[src/rtl/gpio_bank_6502.sv]
// gpio_bank_6502: NPORTS x 8-bit GPIO with direction, synchronised inputs,
// edge-detect interrupt flags and a merged registered IRQ. One-cycle read latency.
// Optional macro GPIO_DEBOUNCE_EN adds a per-bit stable-count debounce of DB_CYCLES.
module gpio_bank_6502 #(
  parameter int NPORTS    = 2,
  parameter int DB_CYCLES = 16
) (
  input  logic                  clk,
  input  logic                  reset,
  input  logic                  cs,
  input  logic                  we,
  input  logic [4:0]            addr,
  input  logic [7:0]            din,
  output logic [7:0]            dout,
  output logic                  irq,
  input  logic [NPORTS*8-1:0]   gpio_i,
  output logic [NPORTS*8-1:0]   gpio_o,
  output logic [NPORTS*8-1:0]   gpio_oe
);

  typedef logic [NPORTS-1:0][7:0] bank_t;

`ifdef GPIO_DEBOUNCE_EN
  // Arming must also cover the debounce preload of c from s2.
  localparam int               ARM_W   = 9;
  localparam logic [ARM_W-1:0] ARM_MAX = ARM_W'(DB_CYCLES + 3);
  localparam logic [7:0]       DB_LAST = 8'(DB_CYCLES - 1);
`else
  localparam int               ARM_W   = 2;
  localparam logic [ARM_W-1:0] ARM_MAX = 2'd3;
`endif

  if (NPORTS < 1 || NPORTS > 4) begin : g_nports_check
    $error("gpio_bank_6502: NPORTS must be in 1..4");
  end
  if (DB_CYCLES < 2 || DB_CYCLES > 255) begin : g_db_check
    $error("gpio_bank_6502: DB_CYCLES must be in 2..255");
  end

  bank_t data_q, data_d;
  bank_t dir_q, dir_d;
  bank_t ie_q, ie_d;
  bank_t iflag_q, iflag_d;
  bank_t edge_sel_q, edge_sel_d;
  bank_t both_q, both_d;
  bank_t s1_q, s1_d;
  bank_t s2_q, s2_d;
  bank_t p_q, p_d;
  bank_t cond;
  logic [7:0]       dout_q, dout_d;
  logic             irq_q, irq_d;
  logic [ARM_W-1:0] arm_q, arm_d;
  logic             armed;
  logic [7:0]       rd_val, rise, fall, ev;
  logic             sel;

  // Flags may only set once s1/s2/p (and c) hold real pin values.
  assign armed = (arm_q == ARM_MAX);

`ifdef GPIO_DEBOUNCE_EN
  bank_t                        cond_q, cond_d;
  logic [NPORTS-1:0][7:0][7:0]  cnt_q, cnt_d;

  assign cond = cond_q;

  // Debounce: c follows s2 only after DB_CYCLES consecutive differing samples.
  always_comb begin
    cond_d = cond_q;
    cnt_d  = cnt_q;
    for (int p = 0; p < NPORTS; p++) begin
      for (int b = 0; b < 8; b++) begin
        if (!armed) begin
          cond_d[p][b] = s2_q[p][b];
          cnt_d[p][b]  = 8'd0;
        end else if (s2_q[p][b] == cond_q[p][b]) begin
          cnt_d[p][b]  = 8'd0;
        end else if (cnt_q[p][b] == DB_LAST) begin
          cond_d[p][b] = s2_q[p][b];
          cnt_d[p][b]  = 8'd0;
        end else begin
          cnt_d[p][b]  = cnt_q[p][b] + 8'd1;
        end
      end
    end
  end

  // Debounce state registers.
  always_ff @(posedge clk or negedge reset) begin
    if (!reset) begin
      cond_q <= '0;
      cnt_q  <= '0;
    end else begin
      cond_q <= cond_d;
      cnt_q  <= cnt_d;
    end
  end
`else
  assign cond = s2_q;
`endif

  // Register writes, read mux, edge detection and flag/IRQ next state.
  always_comb begin
    data_d     = data_q;
    dir_d      = dir_q;
    ie_d       = ie_q;
    iflag_d    = iflag_q;
    edge_sel_d = edge_sel_q;
    both_d     = both_q;
    s1_d       = gpio_i;
    s2_d       = s1_q;
    p_d        = cond;
    arm_d      = armed ? arm_q : arm_q + ARM_W'(1);
    rd_val     = 8'h00;
    rise       = 8'h00;
    fall       = 8'h00;
    ev         = 8'h00;
    sel        = 1'b0;
    for (int p = 0; p < NPORTS; p++) begin
      sel = (addr[4:3] == 2'(p));
      if (sel && cs && we) begin
        case (addr[2:0])
          3'd0:    data_d[p]     = din;
          3'd1:    dir_d[p]      = din;
          3'd3:    ie_d[p]       = din;
          3'd4:    iflag_d[p]    = iflag_q[p] & ~din;
          3'd5:    edge_sel_d[p] = din;
          3'd6:    both_d[p]     = din;
          default: ;
        endcase
      end
      if (sel) begin
        case (addr[2:0])
          3'd0:    rd_val = data_q[p];
          3'd1:    rd_val = dir_q[p];
          3'd2:    rd_val = cond[p];
          3'd3:    rd_val = ie_q[p];
          3'd4:    rd_val = iflag_q[p];
          3'd5:    rd_val = edge_sel_q[p];
          3'd6:    rd_val = both_q[p];
          default: rd_val = 8'h00;
        endcase
      end
      rise = cond[p] & ~p_q[p];
      fall = ~cond[p] & p_q[p];
      ev   = both_q[p] ? (rise | fall)
                       : ((edge_sel_q[p] & fall) | (~edge_sel_q[p] & rise));
      // Set is applied after the W1C so a coincident event wins.
      if (armed) iflag_d[p] = iflag_d[p] | ev;
    end
    irq_d  = |(iflag_q & ie_q);
    dout_d = (cs && !we) ? rd_val : dout_q;
  end

  // All architectural state; async reset drops every pin to input.
  always_ff @(posedge clk or negedge reset) begin
    if (!reset) begin
      data_q     <= '0;
      dir_q      <= '0;
      ie_q       <= '0;
      iflag_q    <= '0;
      edge_sel_q <= '0;
      both_q     <= '0;
      s1_q       <= '0;
      s2_q       <= '0;
      p_q        <= '0;
      dout_q     <= '0;
      irq_q      <= 1'b0;
      arm_q      <= '0;
    end else begin
      data_q     <= data_d;
      dir_q      <= dir_d;
      ie_q       <= ie_d;
      iflag_q    <= iflag_d;
      edge_sel_q <= edge_sel_d;
      both_q     <= both_d;
      s1_q       <= s1_d;
      s2_q       <= s2_d;
      p_q        <= p_d;
      dout_q     <= dout_d;
      irq_q      <= irq_d;
      arm_q      <= arm_d;
    end
  end

  assign dout    = dout_q;
  assign irq     = irq_q;
  assign gpio_o  = data_q;
  assign gpio_oe = dir_q;

endmodule

[config.mk]
export PLATFORM = sky130hd
export DESIGN_NAME = gpio_bank_6502
export DESIGN_NICKNAME = d
export VERILOG_FILES = /design/src/rtl/gpio_bank_6502.sv
export SDC_FILE = /design/constraint.sdc
export NUM_CORES = 1
export LEC_CHECK = 0
export CAP_MARGIN = 20
export CORE_UTILIZATION = 48
export CTS_CLUSTER_SIZE = 16
export DETAILED_ROUTE_END_ITERATION = 10
export GPL_TIMING_DRIVEN = 1
export HOLD_SLACK_MARGIN = 0.06
export PLACE_DENSITY_LB_ADDON = 0.15
export SETUP_SLACK_MARGIN = 0.3
export SLEW_MARGIN = 10
export SYNTH_ARGS = -nofsm -noshare
export SYNTH_HDL_FRONTEND = slang
export SYNTH_SLANG_ARGS = --single-unit
[constraint.sdc]
create_clock -name clk -period 4.2 [get_ports clk]
set_input_delay 0.63 -clock clk [delete_from_list [all_inputs] [get_ports clk]]
set_output_delay 0.63 -clock clk [all_outputs]
set_load 0.1 [all_outputs]
==> impl_results.md <==
* Buf/Inv on CP at 1
* # IOs at 74
* Wire length per cell at 22.6 µm
* Global-route wire length before repair at 29300 µm
* Ranking of synthesized cells by instance count: 155 x dfrtp_1, 98 x mux2_2, 44 x mux2i_1
* Max-Cap Viols at 0
* Post-synth ARST share at 100%
* Clock sinks at 155
* I/O Buffers at 73
* Crit path required time at approximately 4500 ps
* Warnings, synthesis at 0
* Die width at 126 µm
* Peak supply drop at 0.000285 V
* Area of the core at 14700 µm²
* Setup CP Type: input port to flip-flop
* Worst reg2reg endpoint: iflag_q[14]
* Sequential cell area at slightly below 4000 µm²
* Nets at 694
* Ys flop type: dfrtp_1
* Top post-synthesis cells by area: dfrtp_1 53%, mux2_2 15%, mux2i_1 6.0%
* Failing checks: design-rule violations
* Final Non-Filler Cells at 825
* Post-synth EDFFs at 0
* Max Clock Skew at 7.88 ps
* Vias/cell at 5.98
* Crit start category: input port
* Total Wirelength at 18600 µm
* Crit-path slowest cell: nor4_2
* Top-count cell post-synth: dfrtp_1
* Outcome: complete, but fails checks
* Synth area leader: dfrtp_1
* Area of the mapped netlist at 7320 µm²
* Initial antenna violation count at 0
* LEAKAGE at about 0.0041 µW
* CTS tree: yes
* Multi-input gate area at around 3200 µm²
* Delay-heaviest family, CP: simple AND/OR/NAND/NOR gates
* Max Fclk at between 0.3 and 0.4 GHz
* Worst Setup Slack, final at 1520 ps
* Clk slew on worst S/H paths at 60 ps
* Final core occ at 60.0%
* DIE AREA at 15800 µm²
* Syn Area/Cell at 13.2 µm²
* Drt pass-1 iters at 8
* FF-to-FF setup slack at around 2400 ps
* # rows at between 40 and 50
* Initial Utilization at 49.8%
* Fillers at 1127
* Dpl hpwl at 12800 µm
* Vias in the first global route at slightly above 5000
* Crit-path cells: clkdlybuf4s50_1, nand2b_1, nor4_2, nand2_1, a22o_1
* Distinct cells, synth at slightly above 50
* GRT Total Usage at between 20% and 30%
* RSZ-0062 raised after global routing: no
* CP endpoint kind: flip-flop
* Actual slew at the worst max-slew pin at slightly below 1000 ps
* Dpl cells at 791
* Final GP Congestion at 0.883
* CTS buffer count at 17
* Drc violations at 8
* Clock root buffer master: clkbuf_16
* Final setup viols at 0
* Detailed-route via count at 4937
* Area Overhead vs Synth at 20.5%
* Initial DRC Count at 421
* Fraction of layout cells with a size suffix above 1 at 23.9%
* Clock Tree Buf Depth at 2
* Mapped Nets at 620
* TNS Setup at 0 ps
* Slew Limit Fails at 0
* Reg-to-reg startpoint: both_q[9]
* Remaining antenna violation count at 0
* Setup slack after placement at 1150 ps
* Synth Instances at 554
* Crit Path Max Fanout at 17
* Clk Latency, worst-skew pair at approximately 420 ps
* Total gr overflow at 0
* Worst r2r path cells at 4
* Pwr/cell area at roughly 480 nW/µm²
* Seq/Total Area, Yosys at 53.0%
* #FFs+latches synth at 155
* Die Span Y at 126 µm
* Synth top area share at 53.0%
* Arrival @ worst endpoint at 2990 ps
* Hold Path Depth at 0
* Max incr delay on CP at between 800 and 900 ps
* Hold Fails Final Rpt at 0
* Relative slew margins at 34.4%
* Crit path time final at 2680 ps
* Largest net degree at the start of global routing at 114
* Hold Path Sink: cond[6]
* # diodes at 0
* Crit share post-route at a little under two thirds
* H-Tree Level Count at 4
* Hold Path Class: flip-flop to flip-flop
* Critical hold path startpoint: s1_q[6]
* Setup crit start: addr[1]
area by class of cell:
type / count / share of cell area [%]
multi-input cells: 335 / 36.1
repair buffers: 83 / 9.35
well taps: 184 / 2.61
clock buffers: 21 / 5.11
flip-flops and latches: 155 / 44.0
inverters: 36 / 1.53
clock inverters: 11 / 1.36
registers in the layout, indices dropped and copies added, names as in the netlist:
| register | count |
|---|---|
| both_q | 16 |
| edge_sel_q | 16 |
| s1_q | 16 |
| irq | 1 |
| cond | 16 |
| gpio_o | 16 |
| arm_q | 2 |
| gpio_oe | 16 |
| ie_q | 16 |
| p_q | 16 |
| dout | 8 |
| iflag_q | 16 |
worst max path at each step:
stage	end	cells after the start
after CTS	gpio_o[6]	1
after global placement	gpio_oe[1]	4
after floorplan	gpio_oe[0]	5
after detailed placement	gpio_oe[1]	4
final	iflag_q[4]	5
after global routing	edge_sel_q[8]	5
where the power goes:
| part | internal, µW | switching [µW] | total, µW |
|---|---|---|---|
| clock | 888 | 608 | 1500 |
| sequential | 1630 | 122 | 1750 |
| combinational | 331 | 640 | 971 |
per-layer routing:
layer  up-vias  routed length, µm  global-route usage, %
met2       206               8610                   38.0
met1      2534               8520                   35.6
li1       2169                  -                      -
met5         -                  0                      0
met3        28               1150                   5.91
met4         0                359                   7.75
kinds of logic after synthesis:
logic type	share of synthesized area, %
adder cells (fa/ha/maj)	5.64
AND/OR/NAND/NOR	5.91
flip-flops	53.0
buffers and inverters	3.57
multiplexers	23.2
XOR/XNOR	0.120
AO/OA/AOI/OAI	8.56
worst reg2reg max path: stages, from the launching register on:
cell	delay [ps]
dfrtp_1	430
nor4_1	310
nand2_1	450
mux2i_1	260
a22o_1	260
placed cells by master (no fill, tap or decap), types with 5 or more instances in the layout:
| cell type | n |
|---|---|
| a22o_1 | 20 |
| dfrtp_1 | 155 |
| mux2_2 | 98 |
| nor4_1 | 5 |
| clkbuf_16 | 17 |
| ha_1 | 33 |
| inv_1 | 36 |
| o211ai_1 | 7 |
| a21oi_1 | 6 |
| nor2_1 | 5 |
| a22oi_1 | 6 |
| mux4_2 | 6 |
| nand2_1 | 33 |
| a221oi_1 | 13 |
| clkdlybuf4s50_1 | 71 |
| buf_4 | 8 |
| mux2i_1 | 44 |
through the flow:
step                area (µm²)  hold slack [ps]  total power (µW)
global placement          8210              333              2730
floorplan                 7320              331              2440
CTS                       8780              348              4240
finish                    8820              347              4220
detailed placement        8210              335              2740
global route              8820              356              4360
repair_timing:
item	4_1_cts	5_1_grt
setup buffers	0	0
endpoints found under the hold margin	0	2
hold buffers	0	1
resized for setup	0	0
No activity file was read; power rests on OpenSTA's default activity.
